[src/rtl/ldm_pkg.sv]
// Shared types and helpers for the LDM/STM block-transfer sequencer.
package ldm_pkg;

  typedef enum logic [1:0] {
    IDLE = 2'd0,
    XFER = 2'd1,
    DONE = 2'd2
  } state_t;

  // Addressing modes keyed by {p, u}
  localparam logic [1:0] DA = 2'b00;
  localparam logic [1:0] IA = 2'b01;
  localparam logic [1:0] DB = 2'b10;
  localparam logic [1:0] IB = 2'b11;

  localparam int WORD    = 4;
  localparam int POP_MAX = 64;

  function automatic logic [7:0] popcount(input logic [POP_MAX-1:0] v);
    logic [7:0] c;
    c = '0;
    for (int i = 0; i < POP_MAX; i++) c = c + {7'd0, v[i]};
    return c;
  endfunction

endpackage

[src/rtl/lsb_onehot_enc.sv]
// Lowest-set-bit encoder: one-hot mask, binary index, and "exactly one bit set" flag.
module lsb_onehot_enc #(
  parameter int N = 16,
  parameter int W = $clog2(N)
) (
  input  logic [N-1:0] vec,
  output logic [N-1:0] onehot,
  output logic [W-1:0] code,
  output logic         single
);

  assign onehot = vec & (~vec + N'(1));
  assign single = (vec != '0) && ((vec & (vec - N'(1))) == '0);

  // Scan downward so the lowest set bit is the final assignment.
  always_comb begin
    code = '0;
    for (int i = N - 1; i >= 0; i--) begin
      if (vec[i]) code = W'(i);
    end
  end

endmodule

[src/rtl/ldm_seq.sv]
// Block-transfer (LDM/STM) sequencer: one beat per listed register, then writeback/flush/SPSR pulses.
import ldm_pkg::*;

module ldm_seq #(
  parameter int NREGS  = 16,
  parameter int ADDR_W = 32,
  parameter int PC_IDX = 15,
  parameter int RC_W   = $clog2(NREGS),
  parameter int CNT_W  = $clog2(NREGS + 1)
) (
  input  logic              clk,
  input  logic              rst,
  input  logic              en,
  input  logic              i_vld,
  input  logic              i_p,
  input  logic              i_u,
  input  logic              i_s,
  input  logic              i_l,
  input  logic              i_w,
  input  logic [RC_W-1:0]   i_rn,
  input  logic [ADDR_W-1:0] i_base,
  input  logic [NREGS-1:0]  i_reglist,
  input  logic              i_mem_ack,
  output logic              o_busy,
  output logic              o_mem_req,
  output logic              o_mem_we,
  output logic [ADDR_W-1:0] o_mem_addr,
  output logic [RC_W-1:0]   o_reg_code,
  output logic              o_last,
  output logic              o_user_bank,
  output logic              o_wb_vld,
  output logic [RC_W-1:0]   o_wb_rn,
  output logic [ADDR_W-1:0] o_wb_addr,
  output logic              o_flushreq,
  output logic              o_spsr_res
);

  localparam logic [ADDR_W-1:0] WSTEP = ADDR_W'(WORD);

  state_t              state_q, state_d;
  logic [NREGS-1:0]    list_q;
  logic [ADDR_W-1:0]   addr_q, wb_q;
  logic [RC_W-1:0]     rn_q;
  logic                l_q, s_q, w_q, base_in_q, pc_in_q;

  logic [CNT_W-1:0]    cnt;
  logic [ADDR_W-1:0]   span, start_addr, wb_next;
  logic [NREGS-1:0]    onehot;
  logic [RC_W-1:0]     code;
  logic                single, start, xfer, done, beat_ack;

  lsb_onehot_enc #(.N(NREGS), .W(RC_W)) u_enc (
    .vec    (list_q),
    .onehot (onehot),
    .code   (code),
    .single (single)
  );

  assign cnt      = CNT_W'(popcount(POP_MAX'(i_reglist)));
  assign span     = ADDR_W'(cnt) * WSTEP;
  assign wb_next  = i_u ? i_base + span : i_base - span;
  assign xfer     = (state_q == XFER);
  assign done     = (state_q == DONE);
  assign start    = en && i_vld && (i_reglist != '0) && (state_q == IDLE);
  assign beat_ack = en && i_mem_ack && xfer;

  always_comb begin
    case ({i_p, i_u})
      IA:      start_addr = i_base;
      IB:      start_addr = i_base + WSTEP;
      DA:      start_addr = i_base - span + WSTEP;
      default: start_addr = i_base - span;
    endcase
  end

  always_ff @(posedge clk or posedge rst) begin
    if (rst) state_q <= IDLE;
    else     state_q <= state_d;
  end

  always_comb begin
    state_d = state_q;
    if (en) begin
      case (state_q)
        IDLE:    if (start) state_d = XFER;
        XFER:    if (i_mem_ack && single) state_d = DONE;
        DONE:    state_d = IDLE;
        default: state_d = IDLE;
      endcase
    end
  end

  // Base-in-list and PC-in-list are captured up front: the live list is empty by DONE.
  always_ff @(posedge clk or posedge rst) begin
    if (rst) begin
      list_q    <= '0;
      addr_q    <= '0;
      wb_q      <= '0;
      rn_q      <= '0;
      l_q       <= 1'b0;
      s_q       <= 1'b0;
      w_q       <= 1'b0;
      base_in_q <= 1'b0;
      pc_in_q   <= 1'b0;
    end else if (start) begin
      list_q    <= i_reglist;
      addr_q    <= start_addr;
      wb_q      <= wb_next;
      rn_q      <= i_rn;
      l_q       <= i_l;
      s_q       <= i_s;
      w_q       <= i_w;
      base_in_q <= i_reglist[i_rn];
      pc_in_q   <= i_reglist[PC_IDX];
    end else if (beat_ack) begin
      list_q <= list_q & ~onehot;
      addr_q <= addr_q + WSTEP;
    end
  end

  always_comb begin
    o_busy      = (state_q != IDLE);
    o_mem_req   = en && xfer;
    o_mem_we    = xfer && !l_q;
    o_mem_addr  = xfer ? addr_q : '0;
    o_reg_code  = xfer ? code : '0;
    o_last      = xfer && single;
    o_user_bank = xfer && s_q && !(l_q && pc_in_q);
    o_wb_vld    = en && done && w_q && !(l_q && base_in_q);
    o_wb_rn     = done ? rn_q : '0;
    o_wb_addr   = done ? wb_q : '0;
    o_flushreq  = en && done && l_q && pc_in_q;
    o_spsr_res  = en && done && l_q && s_q && pc_in_q;
  end

endmodule

[config.mk]
export PLATFORM = sky130hd
export DESIGN_NAME = ldm_seq
export DESIGN_NICKNAME = d
export VERILOG_FILES = /design/src/rtl/ldm_pkg.sv /design/src/rtl/lsb_onehot_enc.sv /design/src/rtl/ldm_seq.sv
export SDC_FILE = /design/constraint.sdc
export NUM_CORES = 1
export LEC_CHECK = 0
export BUFFER_PORTS_ARGS = -buffer_cell sky130_fd_sc_hd__buf_2
export CAP_MARGIN = 5
export CORE_MARGIN = 3
export CORE_UTILIZATION = 42
export CTS_BUF_LIST = sky130_fd_sc_hd__clkbuf_8
export DETAILED_ROUTE_END_ITERATION = 6
export GPL_TIMING_DRIVEN = 0
export HOLD_SLACK_MARGIN = 0.1
export PLACE_DENSITY_LB_ADDON = 0.12
export SYNTH_ARGS = -nofsm -noshare
export SYNTH_HDL_FRONTEND = slang
export SYNTH_SLANG_ARGS = --single-unit
[constraint.sdc]
create_clock -name clk -period 3.3 [get_ports clk]
set_input_delay 0.165 -clock clk [delete_from_list [all_inputs] [get_ports clk]]
set_output_delay 0.165 -clock clk [all_outputs]
set_load 0.01 [all_outputs]
==> results of run 1 <==
[power by group]
group          total [mW]  internal (mW)  switching, mW
sequential           2.09           1.62          0.473
combinational        6.35           2.84           3.51
clock               0.814          0.294          0.520
[sequential cells by signal, indices dropped and copies added, names as in the netlist]
signal / flops
state_q: 2
addr_q: 32
list_q: 16
rn_q: 4
s_q: 1
wb_q: 32
pc_in_q: 1
w_q: 1
l_q: 1
base_in_q: 1
[final cells by class]
class | count | area [um2]
flip-flops and latches | 91 | 2277
repair buffers | 225 | 1613
inverters | 53 | 225.2
well taps | 270 | 337.8
clock inverters | 7 | 68.82
diodes | 1 | 2.502
clock buffers | 9 | 123.9
plain buffers | 78 | 342.8
multi-input cells | 971 | 7547
fillers | 1894 | 8152
[metal layers]
| metal | global-route usage, % | routed length (um) | up-vias |
|---|---|---|---|
| met1 | 41.03 | 15290 | 5071 |
| met4 | 14.98 | 2202 | 0 |
| met3 | 6.135 | 3483 | 147 |
| li1 | - | - | 4718 |
| met2 | 49.03 | 17230 | 620 |
| met5 | 0 | 0 | - |
[worst max-delay path, stage by stage]
cell and delay (ns):
buf_12 0.09, inv_8 0.02, fa_1 0.50, fa_1 0.58, fa_2 0.46, fa_1 0.56
inv_2 0.05, ha_4 0.16, fa_2 0.38, xor2_2 0.17, ha_1 0.30, buf_6 0.12
nor2_4 0.06, o311a_4 0.35, or4b_4 0.53, or4_4 0.47, a21oi_4 0.21, nand4_4 0.18
or3_4 0.39, a311oi_4 0.31, a21oi_1 0.07
[worst max path at each step]
stage | start | end | slack [ns] | cells after the start
2_1_floorplan | i_reglist[15] | addr_q[30] | -2.62 | 21
6_report | i_reglist[15] | addr_q[30] | -2.57 | 21
3_3_place_gp | i_reglist[11] | addr_q[15] | -3.79 | 21
5_1_grt | i_reglist[15] | addr_q[30] | -2.69 | 20
4_1_cts | i_reglist[9] | addr_q[30] | -2.54 | 21
3_5_place_dp | i_reglist[15] | addr_q[15] | -3.83 | 22
[placed cells by master (no fill, tap or decap), types with 30 or more instances in the layout]
cell type,netlist,final
a21oi_1,61,51
dfrtp_1,91,91
inv_1,52,40
buf_6,3,39
buf_2,5,119
o21ai_1,1,39
and2_1,74,69
xnor2_1,60,44
o21ai_0,93,47
xor2_1,38,33
clkbuf_1,68,60
nor3_1,39,30
buf_4,1,55
nand2_1,173,167
nor2_1,68,54
nand3_1,49,41
[per-stage QoR]
step | utilization (%) | instances
after CTS | 57.95 | 1693
after detailed placement | 50.02 | 1595
after floorplan | - | 1199
after global placement | 49.87 | 1594
after global routing | 60.60 | 1705
final | 60.60 | 1705
[kinds of logic (layout without fill, tap and decap cells)]
family,after synthesis,after routing,share of synthesized area [%]
DFF,91,91,25.26
adders and majority gates,36,36,5.939
buffers and inverters,137,372,6.064
and+or+nand+nor,536,536,30.60
muxes,12,12,2.026
AOI/OAI and AO/OA,288,288,20.29
other,0,1,0
xor gates and xnor gates,99,99,9.825
[what timing repair did]
item | CTS | global route
setup endpoints to repair | 59 | 60
pin swaps | 87 | 69
hold endpoints to repair | 52 | 0
setup buffers | 69 | 24
hold buffers | 17 | 0
resized for setup | 188 | 104
==> run_results.csv, run 1 <==
group,metric,value,unit
hold_path,worstHoldPathCells,3,
detailed_routing,drcViolationCount,43,
yosys,yosys.area.top_type,"dfrtp_1",
job,cap_violations,0,
detailed_routing,routed-via-count,10560,
power,ir_drop,633.2,uV
worst_setup_path,r2r-start,"state_q[0]",
yosys,ys_warn_count,0,
yosys,synth_most_common_cell,"nand2_1",
yosys,synth_nets,1295,
sta,fin_skew,0.02480,ns
floorplanning,rows,52,
floorplanning,die_h,152.5,um
floorplanning,start_util,43.58,%
yosys,ys_ff_latch,91,
global_route,grt_pass1_vias,10090,
cts,clk_pin_slew,0.13,ns
layout,layout.nets,1525,
global_route,grt_pass1_wl,57310,um
yosys,synth_top_area_share,25.26,%
placement,port_buffers,125,
cts,cts_inserted_buffers,9,
yosys,syn_area,9016,um2
cts,htree_levels,3,
layout,drive_gt1_share,31.38,%
worst_setup_path,rrSetupSlack,0.30,ns
yosys,synth_area_per_cell,7.520,um2
cts,clkSinkCount,91,
yosys,ys_seq_area_share,25.26,%
floorplanning,coreArea,20690,um2
yosys,ys_top_cells_by_area,"dfrtp_1 (25%), nand2_1 (7.2%), xnor2_1 (5.8%)",
worst_setup_path,reg2reg_depth,6,
yosys,synth-async-reset-ratio,100.0,%
sta,drv_slew,0,
worst_setup_path,worstPathRequired,3.56,ns
sta,fmax,170.4,MHz
worst_setup_path,cp_max_fo,5,
sta,rsz0062_at_grt,"true",
outcome,violations,"DRC, setup timing",
yosys,yosys_most_used_dff,"dfrtp_1",
cts,cts-root-buf,"clkbuf_8",
placement,routabilityCongestion,1.024,
floorplanning,die_area,23260,um2
hold_path,holdPathEnd,"list_q[4]",
sta,hold_ws,0.1135,ns
sta,worst-slew-pin-transition,1.303,ns
power,total_power,9.256,mW
worst_setup_path,critical_path.endpoint_type,"register",
floorplanning,io_pins,142,
cts,cts_tree,"done",
worst_setup_path,start_kind,"input port",
layout,area_delta_synth_final,39.06,%
sta,tns,-106.47,ns
placement,dpl-instance-area,10350,um2
sta,relSlewSlack,13.14,%
power,p_leak,5.066,nW
sta,setup_slack,-2.570,ns
hold_path,hold_path_class,"input port to register",
floorplanning,die_w,152.5,um
global_route,grt_overflow,0,
detailed_routing,dr.pass1.iters,7,
yosys,synth_edf_count,0,
power,power_density,738.2,nW/um2
layout,finalInstanceArea,12540,um2
detailed_routing,initialDrtViolationCount,1113,
sta,min_period,5.870,ns
hold_path,worstHoldStart,"i_reglist[4]",
placement,dp_hpwl,27120,um
detailed_routing,wl_per_cell,22.41,um
global_route,grt_max_degree,59,
worst_setup_path,reg2reg_to,"addr_q[8]",
worst_setup_path,arrival,6.13,ns
placement,dp_worst_setup_slack,-3.834,ns
global_route,grtUsageTotal,31.07,%
sta,finalCritPeriodShare,177.9,%
detailed_routing,finalWirelength,38200,um
worst_setup_path,worst-setup-path-type,"input port to register",
outcome,outcome,"finished, violations left",
cts,clk_latency,0.41,ns
yosys,yosysUniqueCellTypes,78,
yosys,synth_commonest_cells,"nand2_1 (173), o21ai_0 (93), dfrtp_1 (91)",
cts,cts_max_path_buffers,2,
detailed_routing,vias_per_cell,6.191,
yosys,syn_inst,1199,
sta,hold_violations,0,
detailed_routing,ant_nets,0,
sta,setup_viol_count_final,58,
global_route,antenna_found_initial,1,
Note: power is estimated with default switching activity, not from simulation.
==> inputs of run 2 (changes only) <==
- SETUP_SLACK_MARGIN: unset -> 0.4
==> run 2 against run 1 <==
Net effect: the flow finishes with violations (setup timing); via count shrank 0.54%; cell count grew 1.0%; utilization grew 1.5 points; largest cell class unchanged; sequential share of layout area shrank 0.42 points; die area is the same; clock skew shrank 0.0043 ns; highest routed layer is now met5; worst setup slack gained 0.0019 ns; clock power shrank 1%; non-clock buffer count grew 18; critical path depth grew 3.
==> run_results.csv, run 2 (synthesis gave the netlist of run 1 again) <==
group,metric,value,unit
outcome,outcome,"finished, violations left",
outcome,violations,"setup timing",
cts,cts_inserted_buffers,9,
sta,hold_violations,0,
detailed_routing,dr.pass1.iters,7,
worst_setup_path,endpoint,"addr_q[30]",
cts,cts_max_path_buffers,2,
sta,fmax,170.4,MHz
detailed_routing,routed-via-count,10500,
worst_setup_path,arrival,6.13,ns
worst_setup_path,cp_max_fo,5,
sta,relSlewSlack,13.62,%
sta,fin_skew,0.02048,ns
layout,drive_gt1_share,33.33,%
global_route,grt_max_degree,57,
worst_setup_path,rrSetupSlack,0.40,ns
power,power_density,745.4,nW/um2
worst_setup_path,start_kind,"input port",
global_route,grt_pass1_vias,9937,
cts,cts-root-buf,"clkbuf_8",
sta,worst-slew-pin-transition,1.296,ns
layout,n_antenna_cell,0,
sta,drv_slew,0,
cts,cts_tree,"done",
placement,dpl-instance-area,10350,um2
sta,tns,-107.36,ns
power,total_power,9.585,mW
floorplanning,rows,52,
floorplanning,io_pins,142,
floorplanning,coreArea,20690,um2
power,p_leak,5.217,nW
worst_setup_path,worstPathRequired,3.56,ns
detailed_routing,drcViolationCount,0,
detailed_routing,finalWirelength,38590,um
worst_setup_path,r2r-start,"state_q[0]",
sta,finalCritPeriodShare,177.8,%
layout,most-common-layout-cells,"nand2_1 (166), buf_2 (120), dfrtp_1 (88)",
global_route,grtUsageTotal,31.10,%
layout,reg_top3,"addr_q x32, wb_q x32, list_q x16",
job,cap_violations,0,
layout,finalInstanceArea,12860,um2
sta,rsz0062_at_grt,"true",
layout,area_delta_synth_final,42.62,%
layout,layout.nets,1543,
worst_setup_path,reg2reg_depth,6,
sta,setup_viol_count_final,58,
hold_path,hold_path_class,"input port to register",
worst_setup_path,critPathLaunch,"i_reglist[15]",
worst_setup_path,reg2reg_to,"addr_q[16]",
global_route,grt_overflow,0,
worst_setup_path,critical_path.endpoint_type,"register",
placement,port_buffers,125,
layout,final_common_cell,"nand2_1",
sta,setup_slack,-2.568,ns
cts,clkSinkCount,91,
cts,htree_levels,3,
global_route,antenna_found_initial,1,
floorplanning,die_h,152.5,um
cts,clk_latency,0.41,ns
sta,min_period,5.868,ns
detailed_routing,initialDrtViolationCount,1092,
detailed_routing,vias_per_cell,6.097,
global_route,grt_pass1_wl,57040,um
detailed_routing,ant_nets,0,
placement,dp_hpwl,27780,um
floorplanning,die_area,23260,um2
floorplanning,start_util,43.58,%
floorplanning,die_w,152.5,um
layout,n_fill_cell,1850,
detailed_routing,wl_per_cell,22.41,um
placement,routabilityCongestion,0.9883,
worst_setup_path,worst-setup-path-type,"input port to register",
power,ir_drop,525.9,uV
cts,clk_pin_slew,0.11,ns
[run 2: cell count changes in the layout (fill, tap and decap cells not counted), sizes merged]
cell and delta:
buf +18, clkinv +2, clkinvlp -2, dlygate4sd3 -2
clkbuf +1, clkdlybuf4s15 +1, diode -1
[run 2: cell type report]
type,count,area [um2],share of cell area (%)
clock inverter,7,73.82,0.5741
clock buffer,9,123.9,0.9633
inverter,53,222.7,1.732
timing repair buffer,237,1725,13.42
multi-input combinational,971,7660,59.57
tap,270,337.8,2.627
buffer,84,434.2,3.376
sequential,91,2281,17.74
[run 2: what timing repair did]
action                                  CTS  global route
hold buffers                             15             0
endpoints found under the hold margin    52             0
endpoints found under the setup margin   62            71
buffers inserted                         64            32
resized for setup                       204           129
pin swaps                                89            77
[run 2: per-stage QoR]
step                      hold slack [ns]  utilization (%)  setup slack [ns]  cells
after floorplan                    0.2614                -            -2.618   1199
final                              0.1210            62.15            -2.568   1722
after CTS                          0.1096            58.15            -2.523   1690
after global placement             0.3673            49.87            -3.955   1594
after detailed placement           0.2264            50.02            -3.902   1595
after global routing               0.1247            62.15            -2.705   1722
[run 2: how the worst min path moves through the flow]
stage,start,endpoint,slack (ns),depth (start not counted)
2_1_floorplan,en,state_q[1],0.26,1
3_3_place_gp,i_w,w_q,0.37,3
3_5_place_dp,rst,wb_q[0],0.23,2
4_1_cts,i_reglist[14],list_q[14],0.11,3
5_1_grt,i_reglist[14],list_q[14],0.12,3
6_report,i_rn[0],rn_q[0],0.12,3
[run 2: critical path, stage by stage]
cell and delay [ns]:
buf_6 0.10, inv_8 0.03, fa_1 0.54, fa_1 0.43, fa_1 0.49, fa_1 0.53, inv_2 0.05, ha_4 0.15
fa_2 0.36, xor2_2 0.21, ha_1 0.28, buf_6 0.14, buf_4 0.14, buf_6 0.11, xnor2_2 0.13, a21oi_2 0.26
nand2_2 0.14, a2111oi_4 0.51, and3_4 0.29, buf_8 0.12, nand4_4 0.14, or3_4 0.42, a311oi_2 0.30, a21oi_1 0.08
[run 2: layer usage]
metal / up-vias / track usage (%) / part of all wire, %
met3: 116 / 4.999 / 7.8
met4: 2 / 14.64 / 4.5
met5: - / 0 / 0.031
met2: 590 / 50.11 / 46
met1: 5039 / 41.08 / 42
li1: 4752 / - / -
[run 2: power by group]
group	total (mW)	switching, mW	internal, mW
Sequential	2.08	0.459	1.62
Clock	0.805	0.505	0.299
Combinational	6.70	3.60	3.10
